### config.mk
export PLATFORM = sky130hd
export DESIGN_NAME = mem_port_arbiter
export DESIGN_NICKNAME = d
export VERILOG_FILES = /design/src/rtl/mem_port_arbiter.sv
export SDC_FILE = /design/constraint.sdc
export NUM_CORES = 1
export LEC_CHECK = 0
export CAP_MARGIN = 15
export CORE_ASPECT_RATIO = 2
export CORE_MARGIN = 8
export CORE_UTILIZATION = 30
export DETAILED_ROUTE_END_ITERATION = 16
export PLACE_DENSITY = 0.76
export SETUP_SLACK_MARGIN = 0.05
export SKIP_CTS_REPAIR_TIMING = 1
export SLEW_MARGIN = 25
export SYNTH_ARGS = -nofsm -noshare
export SYNTH_HDL_FRONTEND = slang
export SYNTH_SLANG_ARGS = --single-unit
### constraint.sdc
create_clock -name clk -period 3.6 [get_ports clk]
set_input_delay 1.08 -clock clk [delete_from_list [all_inputs] [get_ports clk]]
set_output_delay 1.08 -clock clk [all_outputs]
set_load 0.005 [all_outputs]
### src/rtl/mem_port_arbiter.sv
`default_nettype none
// ============================================================================
// Module      : mem_port_arbiter
// Description : Shares one memory port between instruction fetch and the MEM
//               stage. One outstanding transaction, data-over-fetch priority
//               with a starvation guard, response routing to the owner and
//               silent dropping of killed fetch responses.
// Revision    : 1.0 - initial release
// ============================================================================
module mem_port_arbiter #(
    parameter int ADDR_W       = 32,
    parameter int DATA_W       = 32,
    parameter int STARVE_LIMIT = 4
) (
    input  logic                clk,
    input  logic                rst,
    // instruction fetch side
    input  logic                if_req,
    input  logic [ADDR_W-1:0]   if_addr,
    input  logic                if_kill,
    output logic                if_gnt,
    output logic                if_rsp_valid,
    output logic [DATA_W-1:0]   if_rsp_data,
    // data (MEM stage) side
    input  logic                dm_req,
    input  logic                dm_we,
    input  logic [ADDR_W-1:0]   dm_addr,
    input  logic [DATA_W-1:0]   dm_wdata,
    input  logic [DATA_W/8-1:0] dm_be,
    output logic                dm_gnt,
    output logic                dm_rsp_valid,
    output logic [DATA_W-1:0]   dm_rsp_data,
    // memory side
    output logic                mem_req,
    output logic                mem_we,
    output logic [ADDR_W-1:0]   mem_addr,
    output logic [DATA_W-1:0]   mem_wdata,
    output logic [DATA_W/8-1:0] mem_be,
    input  logic                mem_ready,
    input  logic                mem_rsp_valid,
    input  logic [DATA_W-1:0]   mem_rsp_data,
    output logic                busy
);

    localparam int                 C_BE_W  = DATA_W / 8;
    localparam int                 C_CNT_W = $clog2(STARVE_LIMIT + 1);
    localparam logic [C_CNT_W-1:0] C_LIMIT = C_CNT_W'(STARVE_LIMIT);

    typedef enum logic [1:0] {
        S_IDLE = 2'd0,
        S_REQ  = 2'd1,
        S_WAIT = 2'd2
    } state_t;

    state_t              r_state;
    logic [C_CNT_W-1:0]  r_starve_cnt;
    logic                r_owner_dm;     // 0 = fetch owns the port, 1 = data
    logic                r_drop;         // fetch response must be swallowed
    logic                r_mem_we;
    logic [ADDR_W-1:0]   r_mem_addr;
    logic [DATA_W-1:0]   r_mem_wdata;
    logic [C_BE_W-1:0]   r_mem_be;
    logic                r_if_rsp_valid;
    logic [DATA_W-1:0]   r_if_rsp_data;
    logic                r_dm_rsp_valid;
    logic [DATA_W-1:0]   r_dm_rsp_data;

    logic                w_idle;
    logic                w_pick_if;
    logic                w_pick_dm;
    logic                w_if_killed;

    // Arbitration: data wins contention unless fetch has waited out the limit
    assign w_idle      = (r_state == S_IDLE);
    assign w_pick_if   = w_idle & if_req & (~dm_req | (r_starve_cnt == C_LIMIT));
    assign w_pick_dm   = w_idle & dm_req & ~w_pick_if;
    assign w_if_killed = if_kill & ~r_owner_dm;

    // Grants are decided combinationally in IDLE; suppressed while in reset
    assign if_gnt = rst & w_pick_if;
    assign dm_gnt = rst & w_pick_dm;

    assign mem_req      = (r_state == S_REQ);
    assign busy         = ~w_idle;
    assign mem_we       = r_mem_we;
    assign mem_addr     = r_mem_addr;
    assign mem_wdata    = r_mem_wdata;
    assign mem_be       = r_mem_be;
    assign if_rsp_valid = r_if_rsp_valid;
    assign if_rsp_data  = r_if_rsp_data;
    assign dm_rsp_valid = r_dm_rsp_valid;
    assign dm_rsp_data  = r_dm_rsp_data;

    // Transaction sequencer: grant/latch, request phase, response routing
    always_ff @(posedge clk) begin
        if (!rst) begin
            r_state        <= S_IDLE;
            r_starve_cnt   <= '0;
            r_owner_dm     <= 1'b0;
            r_drop         <= 1'b0;
            r_mem_we       <= 1'b0;
            r_mem_addr     <= '0;
            r_mem_wdata    <= '0;
            r_mem_be       <= '0;
            r_if_rsp_valid <= 1'b0;
            r_if_rsp_data  <= '0;
            r_dm_rsp_valid <= 1'b0;
            r_dm_rsp_data  <= '0;
        end else begin
            // responses are single-cycle pulses
            r_if_rsp_valid <= 1'b0;
            r_if_rsp_data  <= '0;
            r_dm_rsp_valid <= 1'b0;
            r_dm_rsp_data  <= '0;
            case (r_state)
                S_IDLE: begin
                    if (w_pick_if || w_pick_dm) begin
                        r_owner_dm <= w_pick_dm;
                        r_drop     <= w_pick_if & if_kill;
                        r_state    <= S_REQ;
                        if (w_pick_dm) begin
                            r_mem_we    <= dm_we;
                            r_mem_addr  <= dm_addr;
                            r_mem_wdata <= dm_wdata;
                            r_mem_be    <= dm_be;
                        end else begin
                            r_mem_we    <= 1'b0;
                            r_mem_addr  <= if_addr;
                            r_mem_wdata <= '0;
                            r_mem_be    <= '0;
                        end
                        // count only data wins that left a fetch waiting
                        if (w_pick_if || !if_req) begin
                            r_starve_cnt <= '0;
                        end else if (r_starve_cnt != C_LIMIT) begin
                            r_starve_cnt <= r_starve_cnt + 1'b1;
                        end
                    end
                end
                S_REQ: begin
                    r_drop <= r_drop | w_if_killed;
                    if (mem_ready) begin
                        r_state <= S_WAIT;
                    end
                end
                S_WAIT: begin
                    if (mem_rsp_valid) begin
                        r_state <= S_IDLE;
                        r_drop  <= 1'b0;
                        if (r_owner_dm) begin
                            r_dm_rsp_valid <= 1'b1;
                            r_dm_rsp_data  <= r_mem_we ? '0 : mem_rsp_data;
                        end else if (!(r_drop || if_kill)) begin
                            r_if_rsp_valid <= 1'b1;
                            r_if_rsp_data  <= mem_rsp_data;
                        end
                    end else begin
                        r_drop <= r_drop | w_if_killed;
                    end
                end
                default: begin
                    r_state <= S_IDLE;
                end
            endcase
        end
    end

endmodule
`default_nettype wire

==> impl_metrics.env <==
export IMPL_outcome="finished clean"
export IMPL_async_reset_ff_frac=0
export IMPL_firstDrtPassIters=5
export IMPL_max_clock_path_buffers=2
export IMPL_cts_num_sinks=142
export IMPL_hold_ws_ps=471
export IMPL_drc=0
export IMPL_synth_top_family_by_area="compound AO/OA/AOI/OAI gates"
export IMPL_rsz0062_at_grt="true"
export IMPL_synth_most_common_cell="dfxtp_1"
export IMPL_muxShareOfSynthArea=0.00410
export IMPL_total_power_uw=4740
export IMPL_syn_num_nets=616
export IMPL_fmax_mhz=283
export IMPL_synth_fa_ha_area_frac=0.0179
export IMPL_critPathMaxFanout=3
export IMPL_synth_compound_area_frac=0.225
export IMPL_slew_headroom=0.451
export IMPL_synthTopCellsByArea="dfxtp_1, and2_1, o21ai_0, a22o_1, a31oi_1"
export IMPL_grt_pass1_vias=5004
export IMPL_peakVddDrop_uv=336
export IMPL_r2r_start="r_state[0]"
export IMPL_core_area_mm2=0.0161
export IMPL_synthCells=469
export IMPL_period_share=0.982
export IMPL_hold_path_end="mem_wdata[9]"
export IMPL_finalCoreUtilization=0.522
export IMPL_cp_start_kind="primary input"
export IMPL_ys_seq_area_frac=0.582
export IMPL_wl_per_cell_um=19.3
export IMPL_multi_input_area_mm2=0.00183
export IMPL_hold_path_depth=1
export IMPL_max_stage_delay_ps=520
export IMPL_grtUsageTotal=0.175
export IMPL_synthSimpleGateAreaFrac=0.119
export IMPL_vias=4730
export IMPL_grt_pass1_wl_mm=28.6
export IMPL_postRouteAntennaNets=0
export IMPL_finalSetupViolations=0
export IMPL_synthTopCellsByCount="dfxtp_1, and2_1, o21ai_0"
export IMPL_synth_largest_area_cell="dfxtp_1"
export IMPL_via_per_inst=4.95
export IMPL_cts_buffers_inserted=17
export IMPL_drv_slew=0
export IMPL_fillers=1437
export IMPL_synth_edf_count=0
export IMPL_maxCapViolCount=0
export IMPL_layout_nets=886
export IMPL_reg2reg_to="mem_wdata[21]"
export IMPL_cts_tree="yes"
export IMPL_postSynthAreaPerCell_um2=10.4
export IMPL_antenna_cells=0
export IMPL_final_hold_viol_count=0
export IMPL_drt_iter0_drc=198
export IMPL_cp_common_cell="clkdlybuf4s50_1"
export IMPL_gp_congestion=0.772
export IMPL_fin_skew_ps=12.5
export IMPL_dieHeight_um=196
export IMPL_hold_start="mem_wdata[9]"
export IMPL_io_pins=279
export IMPL_critical_path_class="primary input to primary output"
export IMPL_clkLatencyLatePin_ps=420
export IMPL_cp_end_kind="primary output"
export IMPL_synth_area_mm2=0.00488
export IMPL_overflow=0
export IMPL_min_delay_path_class="register to register"
export IMPL_crit_chain="clkdlybuf4s50_1 > and2_4 > and3_1 > clkdlybuf4s50_1"
export IMPL_tns_ps=0
export IMPL_power_leakage_uw=0.00321
export IMPL_crit_required_ps=2520
export IMPL_ff2ff_path_depth=6
export IMPL_slowest_stage="clkdlybuf4s50_1"
export IMPL_ys_types=38
export IMPL_grt_max_degree=41
export IMPL_port_buffers=278
export IMPL_antenna_found_initial=1
export IMPL_p_per_area_mw_per_mm2=563
export IMPL_ys_seq_elements=142
export IMPL_ys_warnings_count=0
export IMPL_clk_pin_slew_ps=60
export IMPL_yosysTopAreaCellShare=0.582
export IMPL_cpLargestDelayFamily="buffers and inverters"
export IMPL_routed_wl_mm=18.4
export IMPL_rrSetupSlack_ps=1750
export IMPL_seq_area_mm2=0.00284
export IMPL_worstPathArrival_ps=2460
export IMPL_clockRootBuffer="clkbuf_16"
export IMPL_die_area_mm2=0.0209
export IMPL_ys_flop_type="dfxtp_1"
export IMPL_area_growth_pct=72.2
export IMPL_htree_levels=4
export IMPL_drive_above_1_share=0.0666
export IMPL_rows=66
export IMPL_fin_crit_ps=3540
export IMPL_tightest_slew_ps=824
export IMPL_path_buf_inv=2
export IMPL_synth_xor_area_share=0.00359
export IMPL_fin_area_mm2=0.00841
export IMPL_startpoint="dm_req"
export IMPL_start_util=0.303
export IMPL_dp_hpwl_mm=13.5
export IMPL_placed_area_mm2=0.00783
export IMPL_die_width_um=106
-- cell families after synthesis --
logic type / after synthesis
simple gates: 92
flops: 142
mux: 2
compound gates: 177
xor+xnor: 2
buf+inv: 47
fa+ha+maj: 7
-- worst max-delay path by stage --
stage / end / depth (start not counted)
after global placement: dm_gnt / 4
after global routing: dm_gnt / 4
after floorplan: dm_gnt / 5
after CTS: dm_gnt / 4
final: dm_gnt / 4
after detailed placement: dm_gnt / 4
-- report_power, final --
part	internal [µW]	switching, µW	total [µW]
clock network	1040	679	1720
registers	1750	103	1850
logic	635	529	1160
total	3430	1310	4740
-- layout by cell type, fill, tap and decap left out, drive strengths merged, types with 2 or more instances in the layout --
cell type,count
dfxtp,142
nor3b,4
a22o,32
mux2i,2
a21oi,33
clkbuf,19
ha,7
buf,14
o311a,2
clkinv,4
nor4,2
nand3,3
o21ai,65
nand2,4
a31oi,32
and2,66
a32oi,5
inv,9
and3,2
clkdlybuf4s50,278
bufinv,2
clkinvlp,3
nor2b,7
-- sequential cells by signal, indices dropped and copies added, names as in the netlist --
| signal | count |
|---|---|
| mem_addr | 32 |
| r_state | 2 |
| mem_we | 1 |
| dm_rsp_valid | 1 |
| r_starve_cnt | 3 |
| mem_wdata | 32 |
| if_rsp_data | 32 |
| mem_be | 4 |
| if_rsp_valid | 1 |
| r_drop | 1 |
| dm_rsp_data | 32 |
| r_owner_dm | 1 |
-- through the flow --
stage	instances	setup WS, ps
after floorplan	469	785
after global placement	924	92.2
after detailed placement	924	36.5
after CTS	955	33.0
after global routing	955	1.95
final	955	64.9
-- layout make-up --
type                    count  share of cell area
repair buffers            292               0.343
flip-flops and latches    142               0.338
multi-input cells         280               0.217
clock buffers              19              0.0526
well taps                 204              0.0303
clock inverters            12              0.0162
inverters                   6             0.00268
-- metal layers --
metal / track usage / part of all wire / up-vias / wire (µm)
li1: - / - / 2215 / -
met1: 0.196 / 0.40 / 2214 / 7390
met2: 0.279 / 0.45 / 283 / 8360
met3: 0.0981 / 0.13 / 16 / 2440
met4: 0.0462 / 0.011 / 2 / 209
met5: 0 / 0.00071 / - / 13
No activity file was read; power rests on OpenSTA's default activity.
